## src/rtl/set_compare_seq_pkg.sv

```systemverilog
// Shared types and helpers for the set-on-compare unit: mode and state encodings,
// plus the flag-to-result mapping used by the result mux.
package set_compare_seq_pkg;

  typedef enum logic [2:0] {
    MODE_SLT  = 3'b000,
    MODE_SGT  = 3'b001,
    MODE_SLTU = 3'b010,
    MODE_SGTU = 3'b011,
    MODE_SEQ  = 3'b100,
    MODE_SNE  = 3'b101,
    MODE_SLE  = 3'b110,
    MODE_SGE  = 3'b111
  } mode_e;

  typedef enum logic [1:0] {
    ST_IDLE = 2'd0,
    ST_SCAN = 2'd1,
    ST_DONE = 2'd2
  } state_e;

  // Only the two unsigned modes skip the offset-binary sign flip; SLE/SGE are signed.
  function automatic logic is_signed_mode(mode_e m);
    return !((m == MODE_SLTU) || (m == MODE_SGTU));
  endfunction

  function automatic logic set_flag(mode_e m, logic gt, logic lt);
    case (m)
      MODE_SLT, MODE_SLTU: return lt;
      MODE_SGT, MODE_SGTU: return gt;
      MODE_SEQ:            return !gt && !lt;
      MODE_SNE:            return gt || lt;
      MODE_SLE:            return !gt;
      MODE_SGE:            return !lt;
      default:             return lt;
    endcase
  endfunction

endpackage

```

## src/rtl/set_compare_seq_if.sv

```systemverilog
// Start/result handshake bundle for set_compare_seq; master drives operands and
// consumes results, slave is the compare unit.
interface set_compare_seq_if #(
  parameter int N = 32
);
  logic         start_valid;
  logic         start_ready;
  logic [N-1:0] a;
  logic [N-1:0] b;
  logic [2:0]   mode;
  logic         res_valid;
  logic         res_ready;
  logic [N-1:0] s;
  logic         busy;

  modport master (
    output start_valid, a, b, mode, res_ready,
    input  start_ready, res_valid, s, busy
  );

  modport slave (
    input  start_valid, a, b, mode, res_ready,
    output start_ready, res_valid, s, busy
  );
endinterface

```

## src/rtl/set_compare_seq_digit_cmp.sv

```systemverilog
// Combinational W-bit unsigned magnitude compare; gt and lt are mutually
// exclusive and both low when the digits are equal.
module digit_cmp #(
  parameter int W = 4
) (
  input  logic [W-1:0] x,
  input  logic [W-1:0] y,
  output logic         gt,
  output logic         lt
);
  always_comb begin
    gt = (x > y);
    lt = (x < y);
  end
endmodule

```

## src/rtl/set_compare_seq.sv

```systemverilog
// Multi-cycle set-on-compare: scans operands MSB-first DIGIT bits per cycle.
// Optional SET_COMPARE_EARLY_EXIT_EN finishes on the first differing digit.
module set_compare_seq #(
  parameter int N     = 32,
  parameter int DIGIT = 4
) (
  input logic              clk,
  input logic              rst_n,
  set_compare_seq_if.slave bus
);
  import set_compare_seq_pkg::*;

  localparam int K  = (DIGIT >= 1) ? N / DIGIT : 1;
  localparam int IW = (K > 1) ? $clog2(K) : 1;
  localparam bit BAD_CFG = (N < 2) || (DIGIT < 1) || (DIGIT > N) ||
                           (((DIGIT >= 1) ? N % DIGIT : 1) != 0);
  localparam logic [N-1:0]  SIGN_BIT = {1'b1, {(N-1){1'b0}}};
  localparam logic [IW-1:0] IDX_LAST = IW'(K - 1);

  if (BAD_CFG) begin : g_bad_cfg
    $error("set_compare_seq: N must be >= 2 and a multiple of DIGIT, 1 <= DIGIT <= N");
  end

  state_e        state_q, state_d;
  mode_e         mode_q, mode_d;
  logic [N-1:0]  a_q, a_d, b_q, b_d;
  logic [IW-1:0] idx_q, idx_d;
  logic          gt_q, gt_d, lt_q, lt_d;
  logic          res_valid_q, res_valid_d;
  logic          flag_q, flag_d;

  logic [DIGIT-1:0] da, db;
  logic             dgt, dlt, gt_n, lt_n;
  logic             start_ready, accept, last_step;

  always_comb begin
    da = a_q[idx_q*DIGIT +: DIGIT];
    db = b_q[idx_q*DIGIT +: DIGIT];
  end

  digit_cmp #(.W(DIGIT)) u_digit_cmp (
    .x  (da),
    .y  (db),
    .gt (dgt),
    .lt (dlt)
  );

  always_comb begin
    start_ready = (state_q == ST_IDLE) || ((state_q == ST_DONE) && bus.res_ready);
    accept      = bus.start_valid && start_ready;
    // Once any digit has differed the flags are frozen: the most significant difference decides.
    gt_n        = (gt_q || lt_q) ? gt_q : dgt;
    lt_n        = (gt_q || lt_q) ? lt_q : dlt;
`ifdef SET_COMPARE_EARLY_EXIT_EN
    last_step   = (idx_q == '0) || dgt || dlt;
`else
    last_step   = (idx_q == '0);
`endif
  end

  always_comb begin
    state_d     = state_q;
    mode_d      = mode_q;
    a_d         = a_q;
    b_d         = b_q;
    idx_d       = idx_q;
    gt_d        = gt_q;
    lt_d        = lt_q;
    res_valid_d = res_valid_q;
    flag_d      = flag_q;

    case (state_q)
      ST_SCAN: begin
        gt_d  = gt_n;
        lt_d  = lt_n;
        idx_d = idx_q - 1'b1;
        if (last_step) begin
          state_d     = ST_DONE;
          res_valid_d = 1'b1;
          flag_d      = set_flag(mode_q, gt_n, lt_n);
        end
      end
      ST_DONE: begin
        if (bus.res_ready) begin
          state_d     = ST_IDLE;
          res_valid_d = 1'b0;
          flag_d      = 1'b0;
        end
      end
      default: state_d = ST_IDLE;
    endcase

    // Accept overrides the IDLE/DONE paths above, giving back-to-back issue from DONE.
    if (accept) begin
      state_d = ST_SCAN;
      mode_d  = mode_e'(bus.mode);
      a_d     = bus.a ^ (is_signed_mode(mode_e'(bus.mode)) ? SIGN_BIT : '0);
      b_d     = bus.b ^ (is_signed_mode(mode_e'(bus.mode)) ? SIGN_BIT : '0);
      idx_d   = IDX_LAST;
      gt_d    = 1'b0;
      lt_d    = 1'b0;
    end
  end

  always_ff @(posedge clk or negedge rst_n) begin
    if (!rst_n) begin
      state_q     <= ST_IDLE;
      mode_q      <= MODE_SLT;
      a_q         <= '0;
      b_q         <= '0;
      idx_q       <= '0;
      gt_q        <= 1'b0;
      lt_q        <= 1'b0;
      res_valid_q <= 1'b0;
      flag_q      <= 1'b0;
    end else begin
      state_q     <= state_d;
      mode_q      <= mode_d;
      a_q         <= a_d;
      b_q         <= b_d;
      idx_q       <= idx_d;
      gt_q        <= gt_d;
      lt_q        <= lt_d;
      res_valid_q <= res_valid_d;
      flag_q      <= flag_d;
    end
  end

  assign bus.start_ready = start_ready;
  assign bus.res_valid   = res_valid_q;
  assign bus.s           = {{(N-1){1'b0}}, flag_q};
  assign bus.busy        = (state_q != ST_IDLE);

endmodule
```

## src/flat_wrapper.sv

```systemverilog
// flat-port wrapper written by rule: the top's interface ports become plain ports
module set_compare_seq_flat import set_compare_seq_pkg::*;
#(
  parameter int N     = 32,
  parameter int DIGIT = 4
)
  (clk, rst_n, bus_start_valid, bus_a, bus_b, bus_mode, bus_res_ready, bus_start_ready, bus_res_valid, bus_s, bus_busy);
  set_compare_seq_if #(.N(N)) bus_i ();
  input logic clk;
  input logic rst_n;
  input wire logic [$bits(bus_i.start_valid)-1:0] bus_start_valid;
  input wire logic [$bits(bus_i.a)-1:0] bus_a;
  input wire logic [$bits(bus_i.b)-1:0] bus_b;
  input wire logic [$bits(bus_i.mode)-1:0] bus_mode;
  input wire logic [$bits(bus_i.res_ready)-1:0] bus_res_ready;
  output wire logic [$bits(bus_i.start_ready)-1:0] bus_start_ready;
  output wire logic [$bits(bus_i.res_valid)-1:0] bus_res_valid;
  output wire logic [$bits(bus_i.s)-1:0] bus_s;
  output wire logic [$bits(bus_i.busy)-1:0] bus_busy;
  assign bus_i.start_valid = bus_start_valid;
  assign bus_i.a = bus_a;
  assign bus_i.b = bus_b;
  assign bus_i.mode = bus_mode;
  assign bus_i.res_ready = bus_res_ready;
  assign bus_start_ready = bus_i.start_ready;
  assign bus_res_valid = bus_i.res_valid;
  assign bus_s = bus_i.s;
  assign bus_busy = bus_i.busy;
  set_compare_seq #(.N(N), .DIGIT(DIGIT)) u_core (.clk(clk), .rst_n(rst_n), .bus(bus_i));
endmodule
```

## config.mk

```make
export PLATFORM = sky130hd
export DESIGN_NAME = set_compare_seq_flat
export DESIGN_NICKNAME = d
export VERILOG_FILES = /design/src/rtl/set_compare_seq_pkg.sv /design/src/rtl/set_compare_seq_if.sv /design/src/rtl/set_compare_seq_digit_cmp.sv /design/src/rtl/set_compare_seq.sv /design/src/flat_wrapper.sv
export SDC_FILE = /design/constraint.sdc
export NUM_CORES = 1
export LEC_CHECK = 0
export CAP_MARGIN = 10
export CELL_PAD_IN_SITES_DETAIL_PLACEMENT = 1
export CELL_PAD_IN_SITES_GLOBAL_PLACEMENT = 1
export CORE_MARGIN = 2
export CORE_UTILIZATION = 33
export CTS_CLUSTER_SIZE = 24
export DETAILED_ROUTE_END_ITERATION = 16
export PLACE_DENSITY = 0.78
export SLEW_MARGIN = 20
export SYNTH_ARGS = -nofsm -noshare
export SYNTH_HDL_FRONTEND = slang
export SYNTH_SLANG_ARGS = --single-unit
```

## constraint.sdc

```tcl
create_clock -name clk -period 2.97 [get_ports clk]
set_input_delay 0.594 -clock clk [delete_from_list [all_inputs] [get_ports clk]]
set_output_delay 0.594 -clock clk [all_outputs]
set_load 0.05 [all_outputs]
```

==> results.py <==
metrics = {
    "finish": {
        "final_common_cell": "nand2_1",
        "antenna_cells": 0,
        "drive_gt1_share_pct": 9.731,
        "area.growth.synth_to_final_pct": 28.45,
        "fin_area_um2": 4943,
        "fin_nets": 556,
        "final_cells": 626,
        "final_cell_mix": "nand2_1, dfrtp_1, clkdlybuf4s50_1, conb_1, mux4_2",
    },
    "flow_run": {
        "drv_cap": 0,
    },
    "logic_synthesis": {
        "synth-edff-count": 0,
        "yosysSeqAreaShare_pct": 49.41,
        "synth-main-ff-cell": "dfrtp_1",
        "netlist.area_leader.share_pct": 49.41,
        "synthArstFlopShare_pct": 100.0,
        "yosys-top-cells-area": "dfrtp_1, nand2_1, buf_4",
        "yosysWarnings": 0,
        "synth_cell_types": 35,
        "synth.largest_area_cell": "dfrtp_1",
        "synth_area_per_cell_um2": 9.410,
        "ys_ff_latch": 76,
        "synthCells": 409,
        "synth_area_um2": 3849,
    },
    "min_path": {
        "min_path_type": "input port to asynchronous set/reset pin",
    },
    "global_routing": {
        "grt_use_total_pct": 16.25,
        "grt_max_degree": 77,
        "globalRouteOverflowTotal": 0,
        "antenna_found_initial": 0,
        "grt_pass1_wl_mm": 16.06,
        "grt_pass1_vias": 3284,
    },
    "clock_tree": {
        "cts-hold-fix-buffers": 0,
        "clk_pin_slew_worst_paths_ps": 60,
        "root_buffer": "clkbuf_16",
        "cts_buffer_depth": 2,
        "htreeDepth": 3,
        "cts_sinks": 76,
        "insertion_delay_ps": 340,
        "tritoncts": "done",
        "cts_buffers": 9,
    },
    "place": {
        "place_area_um2": 4573,
        "gp_congestion": 0.8680,
        "io_buffers": 74,
        "dpl_worst_slack_ps": 168.1,
        "hpwl_mm": 7.011,
        "place_inst": 611,
    },
    "setup_path": {
        "rrSetupSlack_ps": 120,
        "crit_arrival_ps": 3060,
        "rr_worst_depth": 10,
        "path_cells": "buf_6 -> mux4_1 -> mux2_2 -> ha_1 -> nor2b_1 -> o211ai_1 -> a21oi_2 -> a21oi_1 -> o31a_1 -> o21ai_1",
        "reg2reg_to": "u_core.flag_q",
        "path_max_fanout": 9,
        "slowest_stage": "mux4_1",
        "start_kind": "register",
        "cp_top_family": "multiplexers",
        "cp_slowest_stage_delay_ps": 560,
        "crit_type": "register to register",
        "critPathRequiredTime_ps": 3180,
        "end_kind": "register",
        "crit_buf_inv": 1,
        "worstReg2RegStart": "u_core.idx_q[0]",
    },
    "floorplanning": {
        "rows": 39,
        "die_x_um": 112.0,
        "dieArea_um2": 12540,
        "core_area_um2": 11420,
        "die_y_um": 112.0,
        "io-pin-count": 106,
        "start_util_pct": 33.71,
    },
    "detailed_routing": {
        "dr.pass1.iters": 6,
        "vias_per_cell": 4.677,
        "antenna_left": 0,
        "drtIter0Drc": 160,
        "drt-wirelength-per-cell_um": 15.42,
        "wl_mm": 9.651,
        "drcViolationCount": 0,
        "via_count": 2928,
    },
    "power": {
        "power.density_nw_per_um2": 1106,
        "p_leak_nw": 2.446,
        "ir_drop_uv": 410.4,
        "total_power_mw": 5.468,
    },
    "timing": {
        "finalSetupViolCount": 0,
        "finalCritPeriodShare_pct": 95.99,
        "final_hold_viol_count": 0,
        "fin_skew_ps": 7.479,
        "tns_ps": 0,
        "worst_slew_pin_slew_ps": 964.4,
        "relSlewSlack_pct": 35.71,
        "slew_violations": 0,
        "fin_crit_ps": 2851,
        "max_freq_mhz": 350.8,
        "worst_slack_ps": 119.0,
    },
    "run_status": {
        "status": "finished clean",
    },
}
## Yosys cell counts, types with 2 or more instances
cell / count
o211ai_1: 2
xor2_1: 3
nand2b_1: 2
ha_1: 6
nor2b_1: 2
nand2_1: 204
buf_2: 8
clkbuf_1: 5
or2_2: 2
nor3_1: 2
a31oi_1: 2
buf_6: 2
mux4_2: 10
mux2_2: 4
mux4_1: 6
nor2_1: 5
buf_4: 37
dfrtp_1: 76
a21oi_1: 4
o21ai_0: 6
mux2i_1: 4
inv_1: 4
## registers in the layout, summed over array words and instances (netlist names)
register	cells
u_core.lt_q	1
u_core.flag_q	1
u_core.state_q	2
u_core.gt_q	1
u_core.a_q	32
u_core.bus.res_valid	1
u_core.mode_q	3
u_core.b_q	32
u_core.idx_q	3
## stage by stage
step                      hold slack (ps)  util [%]
after floorplan                     298.4         -
after CTS                           447.1     43.23
after global routing                499.5     43.29
after detailed placement            458.4     40.05
after global placement              453.8     40.05
final                               393.3     43.29
## how the worst max path moves through the flow
| stage | slack (ps) | from | cells after the start | end |
|---|---|---|---|---|
| global route | -40 | u_core.idx_q[0] | 10 | u_core.flag_q |
| floorplan | 530 | u_core.idx_q[0] | 10 | u_core.flag_q |
| finish | 120 | u_core.idx_q[0] | 10 | u_core.flag_q |
| CTS | 140 | u_core.idx_q[0] | 10 | u_core.flag_q |
| global placement | 390 | u_core.idx_q[0] | 10 | u_core.flag_q |
| detailed placement | 170 | u_core.idx_q[0] | 10 | u_core.flag_q |
## timing repair
| item | in CTS | in global routing |
|---|---|---|
| setup endpoints to repair | 0 | 1 |
| resized for setup | 0 | 3 |
| setup buffers | 0 | 0 |
## per-layer routing
metal | vias to the layer above | global-route usage [%] | routed length [um]
li1 | 1392 | - | -
met1 | 1448 | 20.23 | 4189
met2 | 75 | 27.92 | 4922
met3 | 13 | 3.157 | 343
met4 | 0 | 6.504 | 196
met5 | - | 0 | 0
## where the power goes
part / switching, mW / internal [mW] / leakage (nW) / total [mW]
combinational: 1.22 / 1.00 / 1.34 / 2.23
clock: 0.426 / 0.904 / 0.176 / 1.33
sequential: 0.381 / 1.53 / 0.935 / 1.91
## area by class of cell
type	count	area [um2]
fillers	1323	6475
flip-flops and latches	76	1902
multi-input cells	307	1693
repair buffers	81	792.0
clock buffers	9	225.2
well taps	143	178.9
clock inverters	6	137.6
inverters	4	15.01
## kinds of logic after synthesis
logic type	count (synthesis)	share of synthesized area, %
compound gates	19	3.023
flops	76	49.41
buf+inv	56	9.720
fa+ha+maj	6	1.951
mux	24	12.16
simple gates	223	22.72
other cells	1	0.09744
xor+xnor	4	0.9104
No activity file was read; power rests on OpenSTA's default activity.
